--- src/rtl/oup_ulpi_phy_regfile.sv ---
// oup_ulpi_phy_regfile
// PHY-side ULPI register responder. It decodes RegWrite/RegRead TX CMDs,
// runs the nxt/dir/stp handshakes and holds the immediate-address register
// file, including set/clear aliases, the interrupt latch and the self-clearing
// reset bit.
module oup_ulpi_phy_regfile #(
  parameter logic [15:0] VID = 16'h1D50,
  parameter logic [15:0] PID = 16'h6190
) (
  input  logic       clk,
  input  logic       rst,
  input  logic [7:0] ulpi_data_i,
  input  logic       ulpi_stp,
  output logic [7:0] ulpi_data_o,
  output logic       ulpi_data_oe,
  output logic       ulpi_dir,
  output logic       ulpi_nxt,
  input  logic [4:0] int_status_i,
  input  logic [1:0] line_state_i,
  output logic [7:0] function_ctrl_o,
  output logic [7:0] interface_ctrl_o,
  output logic [7:0] otg_ctrl_o,
  output logic       phy_reset_o
);

  typedef enum logic [2:0] {
    IDLE, WR_CMD, WR_DATA, WR_STP, RD_CMD, RD_TA1, RD_DATA, RD_TA2
  } stateType;

  // Writable register selected by the current address, plus the alias operation
  localparam logic [2:0] TGT_FUNC = 3'd0;
  localparam logic [2:0] TGT_IFC  = 3'd1;
  localparam logic [2:0] TGT_OTG  = 3'd2;
  localparam logic [2:0] TGT_RISE = 3'd3;
  localparam logic [2:0] TGT_FALL = 3'd4;
  localparam logic [2:0] TGT_SCR  = 3'd5;
  localparam logic [2:0] TGT_NONE = 3'd7;

  localparam logic [1:0] OP_WRITE = 2'd0;
  localparam logic [1:0] OP_SET   = 2'd1;
  localparam logic [1:0] OP_CLEAR = 2'd2;

  stateType   r_state;
  logic [5:0] r_addr;
  logic [7:0] r_wrData;
  logic [7:0] r_dataOut;
  logic       r_dataOe;
  logic       r_dir;
  logic       r_nxt;
  logic       r_phyReset;
  logic [7:0] r_funcCtrl;
  logic [7:0] r_ifCtrl;
  logic [7:0] r_otgCtrl;
  logic [4:0] r_intEnRise;
  logic [4:0] r_intEnFall;
  logic [7:0] r_scratch;
  logic [4:0] r_intLatch;
  logic [4:0] r_intPrev;

  logic [2:0] w_tgt;
  logic [1:0] w_op;
  logic [7:0] w_cur;
  logic [7:0] w_new;
  logic [7:0] w_rdData;
  logic       w_commit;
  logic       w_latchClr;
  logic [4:0] w_intEdge;

  assign w_commit   = (r_state == WR_STP) && ulpi_stp;
  assign w_latchClr = (r_state == RD_TA1) && (r_addr == 6'h14);
  assign w_intEdge  = (int_status_i & ~r_intPrev & r_intEnRise) |
                      (~int_status_i & r_intPrev & r_intEnFall);

  // Map an address onto its writable register and write/set/clear alias
  always_comb begin
    w_tgt = TGT_NONE;
    w_op  = OP_WRITE;
    case (r_addr)
      6'h04: begin w_tgt = TGT_FUNC; w_op = OP_WRITE; end
      6'h05: begin w_tgt = TGT_FUNC; w_op = OP_SET;   end
      6'h06: begin w_tgt = TGT_FUNC; w_op = OP_CLEAR; end
      6'h07: begin w_tgt = TGT_IFC;  w_op = OP_WRITE; end
      6'h08: begin w_tgt = TGT_IFC;  w_op = OP_SET;   end
      6'h09: begin w_tgt = TGT_IFC;  w_op = OP_CLEAR; end
      6'h0A: begin w_tgt = TGT_OTG;  w_op = OP_WRITE; end
      6'h0B: begin w_tgt = TGT_OTG;  w_op = OP_SET;   end
      6'h0C: begin w_tgt = TGT_OTG;  w_op = OP_CLEAR; end
      6'h0D: begin w_tgt = TGT_RISE; w_op = OP_WRITE; end
      6'h0E: begin w_tgt = TGT_RISE; w_op = OP_SET;   end
      6'h0F: begin w_tgt = TGT_RISE; w_op = OP_CLEAR; end
      6'h10: begin w_tgt = TGT_FALL; w_op = OP_WRITE; end
      6'h11: begin w_tgt = TGT_FALL; w_op = OP_SET;   end
      6'h12: begin w_tgt = TGT_FALL; w_op = OP_CLEAR; end
      6'h16: begin w_tgt = TGT_SCR;  w_op = OP_WRITE; end
      6'h17: begin w_tgt = TGT_SCR;  w_op = OP_SET;   end
      6'h18: begin w_tgt = TGT_SCR;  w_op = OP_CLEAR; end
      default: begin w_tgt = TGT_NONE; w_op = OP_WRITE; end
    endcase
  end

  // Current contents of the selected writable register (unused bits read 0)
  always_comb begin
    w_cur = 8'h00;
    case (w_tgt)
      TGT_FUNC: w_cur = r_funcCtrl;
      TGT_IFC:  w_cur = r_ifCtrl;
      TGT_OTG:  w_cur = r_otgCtrl;
      TGT_RISE: w_cur = {3'b000, r_intEnRise};
      TGT_FALL: w_cur = {3'b000, r_intEnFall};
      TGT_SCR:  w_cur = r_scratch;
      default:  w_cur = 8'h00;
    endcase
  end

  // Value the selected register takes if the pending write commits
  always_comb begin
    w_new = w_cur;
    case (w_op)
      OP_WRITE: w_new = r_wrData;
      OP_SET:   w_new = w_cur | r_wrData;
      OP_CLEAR: w_new = w_cur & ~r_wrData;
      default:  w_new = w_cur;
    endcase
  end

  // Read data mux; anything without a register behind it reads as zero
  always_comb begin
    w_rdData = 8'h00;
    if (w_tgt != TGT_NONE) begin
      w_rdData = w_cur;
    end else begin
      case (r_addr)
        6'h00:   w_rdData = VID[7:0];
        6'h01:   w_rdData = VID[15:8];
        6'h02:   w_rdData = PID[7:0];
        6'h03:   w_rdData = PID[15:8];
        6'h13:   w_rdData = {3'b000, int_status_i};
        6'h14:   w_rdData = {3'b000, r_intLatch};
        6'h15:   w_rdData = {6'b000000, line_state_i};
        default: w_rdData = 8'h00;
      endcase
    end
  end

  // Bus handshake FSM with registered pin outputs
  always_ff @(posedge clk or posedge rst) begin
    if (rst) begin
      r_state   <= IDLE;
      r_addr    <= 6'h00;
      r_wrData  <= 8'h00;
      r_dataOut <= 8'h00;
      r_dataOe  <= 1'b0;
      r_dir     <= 1'b0;
      r_nxt     <= 1'b0;
    end else begin
      case (r_state)
        IDLE: begin
          if (ulpi_data_i[7:6] == 2'b10) begin
            r_state <= WR_CMD;
            r_addr  <= ulpi_data_i[5:0];
            r_nxt   <= 1'b1;
          end else if (ulpi_data_i[7:6] == 2'b11) begin
            r_state <= RD_CMD;
            r_addr  <= ulpi_data_i[5:0];
            r_nxt   <= 1'b1;
          end
        end
        WR_CMD: begin
          if (ulpi_stp) begin
            r_state <= IDLE;
            r_nxt   <= 1'b0;
          end else begin
            r_state <= WR_DATA;
            r_nxt   <= 1'b1;
          end
        end
        WR_DATA: begin
          r_nxt <= 1'b0;
          if (ulpi_stp) begin
            r_state <= IDLE;
          end else begin
            r_state  <= WR_STP;
            r_wrData <= ulpi_data_i;
          end
        end
        WR_STP: begin
          if (ulpi_stp) begin
            r_state <= IDLE;
          end
        end
        RD_CMD: begin
          r_state  <= RD_TA1;
          r_nxt    <= 1'b0;
          r_dir    <= 1'b1;
          r_dataOe <= 1'b0;
        end
        RD_TA1: begin
          r_state   <= RD_DATA;
          r_dataOe  <= 1'b1;
          r_dataOut <= w_rdData;
        end
        RD_DATA: begin
          r_state   <= RD_TA2;
          r_dir     <= 1'b0;
          r_dataOe  <= 1'b0;
          r_dataOut <= 8'h00;
        end
        RD_TA2: begin
          r_state <= IDLE;
        end
        default: begin
          r_state <= IDLE;
        end
      endcase
    end
  end

  // Register file commits, reset-bit pulse and interrupt latch (set beats clear)
  always_ff @(posedge clk or posedge rst) begin
    if (rst) begin
      r_funcCtrl  <= 8'h41;
      r_ifCtrl    <= 8'h00;
      r_otgCtrl   <= 8'h06;
      r_intEnRise <= 5'h1F;
      r_intEnFall <= 5'h1F;
      r_scratch   <= 8'h00;
      r_intLatch  <= 5'h00;
      r_intPrev   <= 5'h00;
      r_phyReset  <= 1'b0;
    end else begin
      r_phyReset <= 1'b0;
      r_intPrev  <= int_status_i;
      r_intLatch <= (w_latchClr ? 5'h00 : r_intLatch) | w_intEdge;
      if (w_commit) begin
        case (w_tgt)
          TGT_FUNC: begin
            r_funcCtrl <= w_new & 8'hDF;
            r_phyReset <= (w_op != OP_CLEAR) && r_wrData[5];
          end
          TGT_IFC:  r_ifCtrl    <= w_new;
          TGT_OTG:  r_otgCtrl   <= w_new;
          TGT_RISE: r_intEnRise <= w_new[4:0];
          TGT_FALL: r_intEnFall <= w_new[4:0];
          TGT_SCR:  r_scratch   <= w_new;
          default:  r_scratch   <= r_scratch;
        endcase
      end
    end
  end

  assign ulpi_data_o      = r_dataOut;
  assign ulpi_data_oe     = r_dataOe;
  assign ulpi_dir         = r_dir;
  assign ulpi_nxt         = r_nxt;
  assign function_ctrl_o  = r_funcCtrl;
  assign interface_ctrl_o = r_ifCtrl;
  assign otg_ctrl_o       = r_otgCtrl;
  assign phy_reset_o      = r_phyReset;

endmodule

--- config.mk ---
export PLATFORM = sky130hd
export DESIGN_NAME = oup_ulpi_phy_regfile
export DESIGN_NICKNAME = d
export VERILOG_FILES = /design/src/rtl/oup_ulpi_phy_regfile.sv
export SDC_FILE = /design/constraint.sdc
export NUM_CORES = 1
export LEC_CHECK = 0
export CAP_MARGIN = 15
export CORE_ASPECT_RATIO = 1.4
export CORE_MARGIN = 2
export CORE_UTILIZATION = 30
export CTS_CLUSTER_SIZE = 24
export DETAILED_ROUTE_END_ITERATION = 16
export PLACE_DENSITY = 0.48
export SETUP_SLACK_MARGIN = 0.2
export SLEW_MARGIN = 20
export SYNTH_ARGS = -nofsm -noshare
export SYNTH_HDL_FRONTEND = slang
export SYNTH_SLANG_ARGS = --single-unit
--- constraint.sdc ---
create_clock -name clk -period 8 [get_ports clk]
set_clock_uncertainty 0.1 [all_clocks]
set_input_delay 1.2 -clock clk [delete_from_list [all_inputs] [get_ports clk]]
set_output_delay 1.2 -clock clk [all_outputs]
set_load 0.01 [all_outputs]
==> reports/results.ini, run 1 <==
[placed_design]
portBuffers = 52
dp.cells = 688
dpl.hpwl_mm = 10.1
gp_congestion = 0.863
dpl_cell_area_sq_mm = 0.00514

[logic_synthesis]
yosys-top-cells-count = dfrtp_1 (66), nand2_1 (59), nor2_1 (40)
synth.net_count = 493
synth_ff_type = dfrtp_1
synth-edff-count = 0
synthSimpleGateAreaFrac = 0.206
synth-seq-area-share = 0.449
synth_compound_area_frac = 0.243
syn_area_sq_mm = 0.00450
ys_types = 63
synth_largest_area_cell = dfrtp_1
synth_area_leaders = dfrtp_1 (37%), dfstp_2 (8.2%), nand2_1 (4.9%)
synth_top_family_by_area = compound AO/OA/AOI/OAI gates
synth_xor_area_frac = 0.00584
synth_seq_cells = 80
yosysTopAreaCellShare = 0.367
yosysMostFrequentCell = dfrtp_1
synth.mux.area_fraction = 0.0440
synthAdderAreaFrac = 0.0111
ys_warn_count = 0
synth_async_sr_flop_share = 1.00
avgSynthCellArea_sq_um = 9.55
synthCells = 471

[detailed_routing]
drc_errors = 0
dr.first_iter.drc_count = 306
final_antenna_net_count = 0
first_pass_iters = 5
vias = 3768
viasPerCell = 5.35
wl_mm = 13.5
met3WireLength_um = 550
topRoutingLayerUsed = met4
wl_per_cell_um = 19.2
wl_met1_mm = 5.75
wl_met2_mm = 6.82

[cts]
clockRootBuffer = clkbuf_16
cts_resized = 0
cts_hold_buf = 0
clock_path_buffers = 2
numClockSinks = 80
h-tree-depth = 3
numCtsBuffers = 9
postCtsSetupBuffers = 0
cts_tree = built
clkLatencyLatePin_ps = 340
path_clk_slew_ps = 60

[critical_path]
cp.arrival_ps = 3590
crit_path_frequent_cell = a22oi_1
cp_slowest_stage_delay_ps = 840
required_ps = 8160
startpoint = r_addr[2]
crit_buf_inv = 1
reg2reg_slack_ps = 4570
r2r_cells = 6
path_max_fanout = 25
worst_path_dominant_cell_family = compound AO/OA/AOI/OAI gates
r2r-start = r_addr[2]
endpoint_kind = register
cp-start-kind = register
path_cells = inv_1 -> o31ai_4 -> a22oi_1 -> o41ai_1 -> a22oi_1 -> o21ai_0
slowest_stage = dfrtp_1
r2r-end = r_intEnFall[1]
critPathKind = register to register

[grt]
grt_max_degree = 81
antenna_found_initial = 0
grt_pass1_wl_mm = 20.9
grt_use_total = 0.173
grt_pass1_vias = 3566
grt-ovfl-total = 0

[power_and_ir_drop]
seq_power_share = 0.342
switching_share = 0.446
p_per_area_mw_per_mm2 = 402
p_int_mw = 1.21
ir_worst_vdd_mv = 0.149
combinationalPowerShare = 0.467
power_frac_clock = 0.192
switchingPower_mw = 0.976
power.leakage_nw = 2.16
finalPower_mw = 2.19

[status]
status = complete, no violations

[floorplan]
start_util = 0.309
die_h_um = 149
row_count = 52
io_pins = 54
die_area_sq_mm = 0.0160
die_x_um = 107
fp.coreArea_sq_mm = 0.0146

[sta]
worst_pin_slew_ps = 962
clock.fmax_ghz = 0.291
slew_viol_final = 0
grt_setup_unrepaired = no
hold_violations = 0
setup_tns_ps = 0
period_minus_slack_ps = 3430
fin_crit_sh = 0.429
maxSlewHeadroom = 0.356
setup_violations = 0

[worst_hold_path]
holdCritStartpoint = ulpi_data_o[2]
min_path_cells = 2
min_to = ulpi_data_o[2]
min_path_type = register to register

[finish]
nNetsFinal = 532
diodes = 0
syn_to_final_growth_pct = 21.2
fill_cells = 1506
fin_util = 0.374
fin_cells = 704
finalInstanceArea_sq_mm = 0.00545
drive_above_1_share = 0.146

[job]
maxCapViolations = 0

==> final cells by class <==
class / instances / area [sq um] / area share
sequential: 80 / 2020 / 0.371
multi-input combinational: 354 / 2300 / 0.422
tap: 189 / 236 / 0.0434
timing repair buffer: 57 / 562 / 0.103
clock inverter: 5 / 56.3 / 0.0103
clock buffer: 11 / 243 / 0.0445
inverter: 8 / 31.3 / 0.00574
==> through the flow <==
stage,worst slack [ps],hold slack (ps)
after global placement,4400,366
final,4570,373
after floorplan,4670,357
after CTS,4420,384
after detailed placement,4320,370
after global routing,4350,413
==> cell usage in the layout (no fill, tap or decap), drive strengths merged, types with 4 or more instances in the layout <==
cell type	synthesis	layout
dfrtp	66	66
a22oi	6	6
nand3	10	10
dfstp	14	14
and3	8	8
a32oi	6	6
ha	4	4
nand2b	8	8
clkdlybuf4s50	0	52
and3b	4	4
nor2b	8	8
o211a	5	5
a221oi	4	4
o31ai	18	18
nor3	10	10
buf	17	5
clkbuf	12	11
a31oi	21	21
o211ai	7	7
inv	8	7
nand2	60	60
mux2	14	14
mux2i	4	4
nor2	40	40
clkinv	0	4
nand3b	7	7
o21ai	31	31
a21oi	17	17
o21a	4	4
nor3b	9	9
and2	7	7
a21o	4	4
a211oi	5	5
==> how the worst max path moves through the flow <==
stage                              end  slack, ps  depth (start not counted)
finish                  r_intEnFall[1]       4570                          6
global route            r_intEnFall[1]       4350                          6
CTS                      otg_ctrl_o[5]       4420                          6
detailed placement       otg_ctrl_o[5]       4320                          6
global placement         otg_ctrl_o[5]       4400                          6
floorplan           function_ctrl_o[1]       4670                          1
==> power groups by stage <==
stage                     sequential [mW]  clock (mW)  combinational [mW]
after CTS                           0.747       0.427                1.02
after global routing                0.775       0.443                1.11
after global placement              0.750           0                1.01
after detailed placement            0.755           0                1.01
after floorplan                     0.672           0               0.753
final                               0.748       0.419                1.02
==> sequential cells by signal, summed over array words and instances, names as in the netlist <==
name	count
r_addr	6
interface_ctrl_o	8
ulpi_data_o	8
r_intLatch	5
r_intPrev	5
phy_reset_o	1
r_scratch	8
function_ctrl_o	7
otg_ctrl_o	8
ulpi_nxt	1
r_intEnRise	5
r_state	3
r_wrData	8
ulpi_dir	1
r_intEnFall	5
ulpi_data_oe	1
==> cells by family after synthesis <==
family	Yosys count
other	1
adder cells (fa/ha/maj)	4
XOR/XNOR	3
flip-flops	80
AND/OR/NAND/NOR	183
AO/OA/AOI/OAI	145
buffers and inverters	37
multiplexers	18
==> routing by layer <==
metal | up-vias | GRT usage
met1 | 1816 | 0.219
met2 | 112 | 0.292
met5 | - | 0
met3 | 28 | 0.0284
li1 | 1812 | -
met4 | 0 | 0.0712
==> worst register-to-register path: stages (launching register included) <==
cell and delay, ps:
dfrtp_1 840, inv_1 400, o31ai_4 680, a22oi_1 180, o41ai_1 550, a22oi_1 350
o21ai_0 250
Note: power is estimated with default switching activity, not from simulation.
==> run 2: changes to the inputs <==
==> constraint.sdc (replaced) <==
create_clock -name clk -period 3.4 [get_ports clk]
set_clock_uncertainty 0.1 [all_clocks]
set_input_delay 0.51 -clock clk [delete_from_list [all_inputs] [get_ports clk]]
set_output_delay 0.51 -clock clk [all_outputs]
set_load 0.01 [all_outputs]
==> run 2 against run 1 <==
First-iteration DRC count fell by 38%. Cell area rose by 3.2%. Sequential share of layout area shrank 1.1 points. Global-route usage increased by 1.3 points. Maximum frequency rose by 16%. Worst setup slack worse by 4100 ps. Non-clock buffer count is 15 higher. Sequential cell count unchanged. Die area did not move. Critical path depth unchanged. Clock power grew to 2.7 times the previous value.
==> reports/results.ini, run 2 (same netlist as run 1, synthesis figures left out) <==
[status]
status = complete, no violations

[sta]
grt_setup_unrepaired = no
setup_tns_ps = 0  ; unchanged
maxSlewHeadroom = 0.498  ; +0.142
timing.hold.ws_ps = 367  ; -6.34 ps
fin_crit_sh = 0.867  ; +0.438
period_minus_slack_ps = 2950  ; -483 ps
clock.fmax_ghz = 0.339  ; +16%
slew_viol_final = 0  ; unchanged
setup_violations = 0  ; unchanged
hold_violations = 0  ; unchanged
worst_pin_slew_ps = 753  ; -209 ps

[critical_path]
required_ps = 3550  ; -4610 ps
slowest_stage = dfrtp_1
endpoint_kind = register
crit_buf_inv = 0  ; -1
path_max_fanout = 24  ; -4.0%
cp_slowest_stage_delay_ps = 790  ; -50 ps
r2r-start = r_addr[3]
reg2reg_slack_ps = 450  ; -4120 ps
r2r_cells = 6  ; unchanged
path_cells = and2b_1 -> o211ai_1 -> a21o_1 -> mux2i_1 -> and3b_1 -> o31ai_2
r2r-end = function_ctrl_o[3]
worst_path_dominant_cell_family = compound AO/OA/AOI/OAI gates
critPathKind = register to register
cp.arrival_ps = 3100  ; -490 ps
cp-start-kind = register

[finish]
nNetsFinal = 547  ; +2.8%
drive_above_1_share = 0.172  ; +0.0261
final_cell_mix = dfrtp_1 (65), nand2_1 (59), clkdlybuf4s50_1 (52)
fin_cells = 719  ; +2.1%
final_common_cell = dfrtp_1
fin_util = 0.386  ; +0.0118
syn_to_final_growth_pct = 25.0
diodes = 0  ; unchanged

[worst_hold_path]
min_path_type = register to register
min_to = r_intLatch[2]
min_path_cells = 1  ; -1
holdCritStartpoint = r_intPrev[2]

[detailed_routing]
vias = 3874  ; +2.8%
first_pass_iters = 4  ; -1
wl_per_cell_um = 19.9  ; +3.6%
dr.first_iter.drc_count = 191  ; -38%
wl_mm = 14.3  ; +5.8%
viasPerCell = 5.39  ; +0.67%
final_antenna_net_count = 0  ; unchanged
drc_errors = 0  ; unchanged

[floorplan]
die_x_um = 107  ; unchanged
row_count = 52  ; unchanged
die_h_um = 149  ; unchanged
io_pins = 54  ; unchanged
start_util = 0.309  ; unchanged
fp.coreArea_sq_mm = 0.0146  ; unchanged
die_area_sq_mm = 0.0160  ; unchanged

[cts]
postCtsSetupBuffers = 0  ; unchanged
cts_tree = built
clockRootBuffer = clkbuf_16
h-tree-depth = 3  ; unchanged
path_clk_slew_ps = 60  ; about the same
numCtsBuffers = 9  ; unchanged
clkLatencyLatePin_ps = 350  ; about the same
clock_path_buffers = 2  ; unchanged
numClockSinks = 80  ; unchanged

[power_and_ir_drop]
switchingPower_mw = 2.34  ; +140%
ir_worst_vdd_mv = 0.332  ; +120%
finalPower_mw = 5.42  ; +150%
switching_share = 0.431  ; -0.0152
power_frac_clock = 0.209  ; +0.017
combinationalPowerShare = 0.471  ; +0.004
p_int_mw = 3.08  ; +150%
p_per_area_mw_per_mm2 = 964  ; +140%
seq_power_share = 0.320  ; -0.022
power.leakage_nw = 2.27  ; +5.0%

[grt]
grt_use_total = 0.187  ; +0.0134
grt_max_degree = 81  ; unchanged
grt_use_met1 = 0.227  ; +0.00793
grt-busiest-layer = met2
grtUsageMet2 = 0.308  ; +0.0158
grt_pass1_vias = 3907  ; +9.6%
grt-ovfl-total = 0  ; unchanged
grt_pass1_wl_mm = 22.4  ; +7.2%
antenna_found_initial = 0  ; unchanged
use_met3 = 0.0301  ; +0.00175

[placed_design]
dpl.hpwl_mm = 10.6  ; +5.5%
portBuffers = 52  ; unchanged
gp_congestion = 0.909  ; +5.3%
dp.cells = 703  ; +2.2%

[job]
maxCapViolations = 0  ; unchanged

[run 2: power by group through the flow]
stage	registers, mW	logic [mW]	clock network (mW)
after global placement	1.74	2.53	0
after global routing	1.79	2.79	1.19
after CTS	1.73	2.55	1.16
final	1.74	2.55	1.13
after floorplan	1.58	1.77	0
after detailed placement	1.74	2.54	0
[run 2: worst max path at each step]
stage,endpoint,startpoint,slack (ps),cells past startpoint
final,function_ctrl_o[3],r_addr[3],450,6
after global routing,r_intEnRise[2],r_addr[0],210,9
after CTS,interface_ctrl_o[1],r_addr[0],320,10
after detailed placement,interface_ctrl_o[1],r_addr[0],370,10
after global placement,interface_ctrl_o[1],r_addr[0],260,10
after floorplan,function_ctrl_o[1],rst,760,1
[run 2: per-stage QoR]
step	cell area, sq um	worst slack (ps)
6_report	5620	451
5_1_grt	5620	215
4_1_cts	5610	325
3_5_place_dp	5270	372
3_3_place_gp	5270	262
2_1_floorplan	4500	761
[run 2: what timing repair did]
action                                  in CTS  in global routing
hold buffers                                 0                  0
endpoints found under the setup margin       0                  9
gates resized for setup                      0                  2
[run 2: final cells by class]
class	count	area, sq um
timing repair buffer	72	683
sequential	80	2020
fill	1525	8950
clock buffer	11	243
tap	189	236
multi-input combinational	354	2300
inverter	8	31.3
clock inverter	5	104
[run 2: routing by layer]
layer | share of wire | vias up
li1 | - | 1834
met1 | 0.42 | 1888
met2 | 0.49 | 121
met3 | 0.049 | 31
met4 | 0.045 | 0
met5 | 0 | -
==> run 3: changes to the inputs <==
--- a/config.mk
+++ b/config.mk
@@ -5,13 +5,15 @@
 export SDC_FILE = /design/constraint.sdc
 export NUM_CORES = 1
 export LEC_CHECK = 0
+export ABC_CLOCK_PERIOD_IN_PS = 2500
 export CAP_MARGIN = 15
 export CORE_ASPECT_RATIO = 1.4
 export CORE_MARGIN = 2
 export CORE_UTILIZATION = 30
 export CTS_CLUSTER_SIZE = 24
 export DETAILED_ROUTE_END_ITERATION = 16
-export PLACE_DENSITY = 0.48
+export PLACE_DENSITY = 0.5
+export RECOVER_POWER = 25
 export SETUP_SLACK_MARGIN = 0.2
 export SLEW_MARGIN = 20
 export SYNTH_ARGS = -nofsm -noshare
==> constraint.sdc (replaced) <==
create_clock -name clk -period 2.5 [get_ports clk]
set_clock_uncertainty 0.1 [all_clocks]
set_input_delay 0.375 -clock clk [delete_from_list [all_inputs] [get_ports clk]]
set_output_delay 0.375 -clock clk [all_outputs]
set_load 0.01 [all_outputs]
==> run 3 against run 2 <==
Utilization grew 7.3 points. Cell count grew 12%. Sequential power grew 30%. Clock power grew 36%. Count of clock-buffer cells in the layout shrank 1. Register-to-register slack lost 420 ps. Total power grew 68%. Sequential share of layout area shrank 5.7 points. Worst setup slack lost 420 ps. Maximum frequency grew 19%. Critical endpoint is now function_ctrl_o[0].
==> reports/results.ini, run 3 (same netlist as run 1, synthesis figures left out) <==
[status]
status = complete, no violations

[placed_design]
gp_congestion = 0.925  ; +1.8%
dpl.hpwl_mm = 11.3  ; +6.1%
dp_slack_ps = -205  ; -577 ps
portBuffers = 52  ; unchanged

[sta]
worst_pin_slew_ps = 1120  ; +372 ps
setup_violations = 0  ; unchanged
clock.fmax_ghz = 0.405  ; +19%
slew_viol_final = 0  ; unchanged
maxSlewHeadroom = 0.250  ; -0.248
fin_ws_ps = 31.3  ; -419 ps
grt_setup_unrepaired = yes
hold_violations = 0  ; unchanged
fin_crit_sh = 0.987  ; +0.120
timing.hold.ws_ps = 370  ; +3.12 ps
period_minus_slack_ps = 2470  ; -481 ps

[finish]
final_common_cell = buf_4
nNetsFinal = 631  ; +15%
final_cell_mix = buf_4 (92), dfrtp_1 (64), nand2_1 (56)
syn_to_final_growth_pct = 48.6
drive_above_1_share = 0.375  ; +0.203
diodes = 0  ; unchanged

[critical_path]
required_ps = 2670  ; -880 ps
path_max_fanout = 6  ; -75%
endpoint_kind = register
worst_path_dominant_cell_family = compound AO/OA/AOI/OAI gates
startpoint = r_addr[0]
r2r-start = r_addr[0]
r2r-end = function_ctrl_o[0]
cp-start-kind = register
slowest_stage = or4b_4
r2r_cells = 9  ; +3
path_cells = inv_2 -> ha_4 -> or4b_4 -> a211oi_2 -> a32oi_2 -> buf_6 -> o21ai_0 -> o21ai_2 -> a31oi_1
cp.arrival_ps = 2640  ; -460 ps
cp_slowest_stage_delay_ps = 510  ; -280 ps
crit_buf_inv = 2  ; +2
reg2reg_slack_ps = 30  ; -420 ps
critPathKind = register to register

[detailed_routing]
viasPerCell = 5.25  ; -2.6%
final_antenna_net_count = 0  ; unchanged
first_pass_iters = 5  ; +1
wl_mm = 14.9  ; +4.2%
vias = 4214  ; +8.8%
drc_errors = 0  ; unchanged
dr.first_iter.drc_count = 211  ; +10%
wl_per_cell_um = 18.6  ; -6.7%

[job]
maxCapViolations = 0  ; unchanged

[grt]
grt_use_met1 = 0.228  ; +0.00121
grt_use_total = 0.192  ; +0.00499
grtUsageMet2 = 0.334  ; +0.0253
grt-ovfl-total = 0  ; unchanged
antenna_found_initial = 0  ; unchanged
grt_max_degree = 81  ; unchanged
grt_pass1_vias = 4237  ; +8.4%
grt_pass1_wl_mm = 23.3  ; +4.3%
use_met3 = 0.0323  ; +0.00218
grt-busiest-layer = met2

[cts]
clock_path_buffers = 2  ; unchanged
path_clk_slew_ps = 60  ; about the same
cts_tree = built
cts_hold_buf = 0  ; unchanged
clkLatencyLatePin_ps = 350  ; about the same
clockRootBuffer = clkbuf_16
numCtsBuffers = 9  ; unchanged
numClockSinks = 80  ; unchanged
h-tree-depth = 3  ; unchanged

[power_and_ir_drop]
p_per_area_mw_per_mm2 = 1360  ; +41%
ir_worst_vdd_mv = 0.507  ; +53%
finalPower_mw = 9.10  ; +68%
power.leakage_nw = 2.79  ; +23%

[floorplan]
fp.coreArea_sq_mm = 0.0146  ; unchanged
die_x_um = 107  ; unchanged
row_count = 52  ; unchanged
die_h_um = 149  ; unchanged
start_util = 0.309  ; unchanged
io_pins = 54  ; unchanged
die_area_sq_mm = 0.0160  ; unchanged

[worst_hold_path]
min_to = ulpi_data_o[4]
min_path_type = register to register
holdCritStartpoint = ulpi_data_o[4]
min_path_cells = 2  ; +1

-- run 3: changes by cell type in the layout (fill, tap and decap cells not counted), sizes merged --
cell,change
dlygate4sd3,+6
clkinv,-1
clkbuf,+2
buf,+81
clkdlybuf4s50,-6
clkinvlp,+2
-- run 3: how the worst max path moves through the flow --
stage,end,cells after the start
final,function_ctrl_o[0],9
after global routing,interface_ctrl_o[7],10
after CTS,otg_ctrl_o[6],10
after detailed placement,otg_ctrl_o[7],8
after global placement,otg_ctrl_o[7],8
after floorplan,interface_ctrl_o[4],11
-- run 3: metal layers --
layer	up-vias	share of wire	routed length, um
li1	2008	-	-
met3	35	0.031	462
met4	0	0.042	620
met1	2073	0.42	6280
met2	98	0.51	7570
met5	-	0	0
-- run 3: layout make-up --
type / instances / area [sq um]
well taps: 189 / 236
repair buffers: 156 / 1370
multi-input cells: 354 / 2670
inverters: 8 / 40.0
fillers: 1419 / 7890
clock buffers: 10 / 229
flip-flops and latches: 80 / 2020
clock inverters: 6 / 116
-- run 3: repair_timing --
item,in CTS,in global routing
cloned,0,2
setup endpoints to repair,55,52
pin swaps,3,19
gates resized for setup,46,47
setup buffers,5,13
endpoints found under the hold margin,0,0
-- run 3: report_power, final --
part | internal [mW] | leakage (nW) | switching [mW]
registers | 1.79 | 0.983 | 0.482
clock network | 0.983 | 0.167 | 0.559
logic | 2.54 | 1.64 | 2.74
-- run 3: metrics by stage --
stage | cells | setup TNS, ps | util | cell area (sq um)
after floorplan | 471 | 0 | - | 4540
after global placement | 767 | -3240 | 0.397 | 5790
after detailed placement | 767 | -4590 | 0.397 | 5790
after CTS | 788 | 0 | 0.437 | 6370
after global routing | 803 | -1220 | 0.458 | 6680
final | 803 | 0 | 0.458 | 6680
-- run 3: worst reg2reg max path: stages, from the launching register on --
cell      delay [ps]
dfrtp_1          410
inv_2            100
ha_4             210
or4b_4           510
a211oi_2         250
a32oi_2          100
buf_6            170
o21ai_0          210
o21ai_2          160
a31oi_1          180
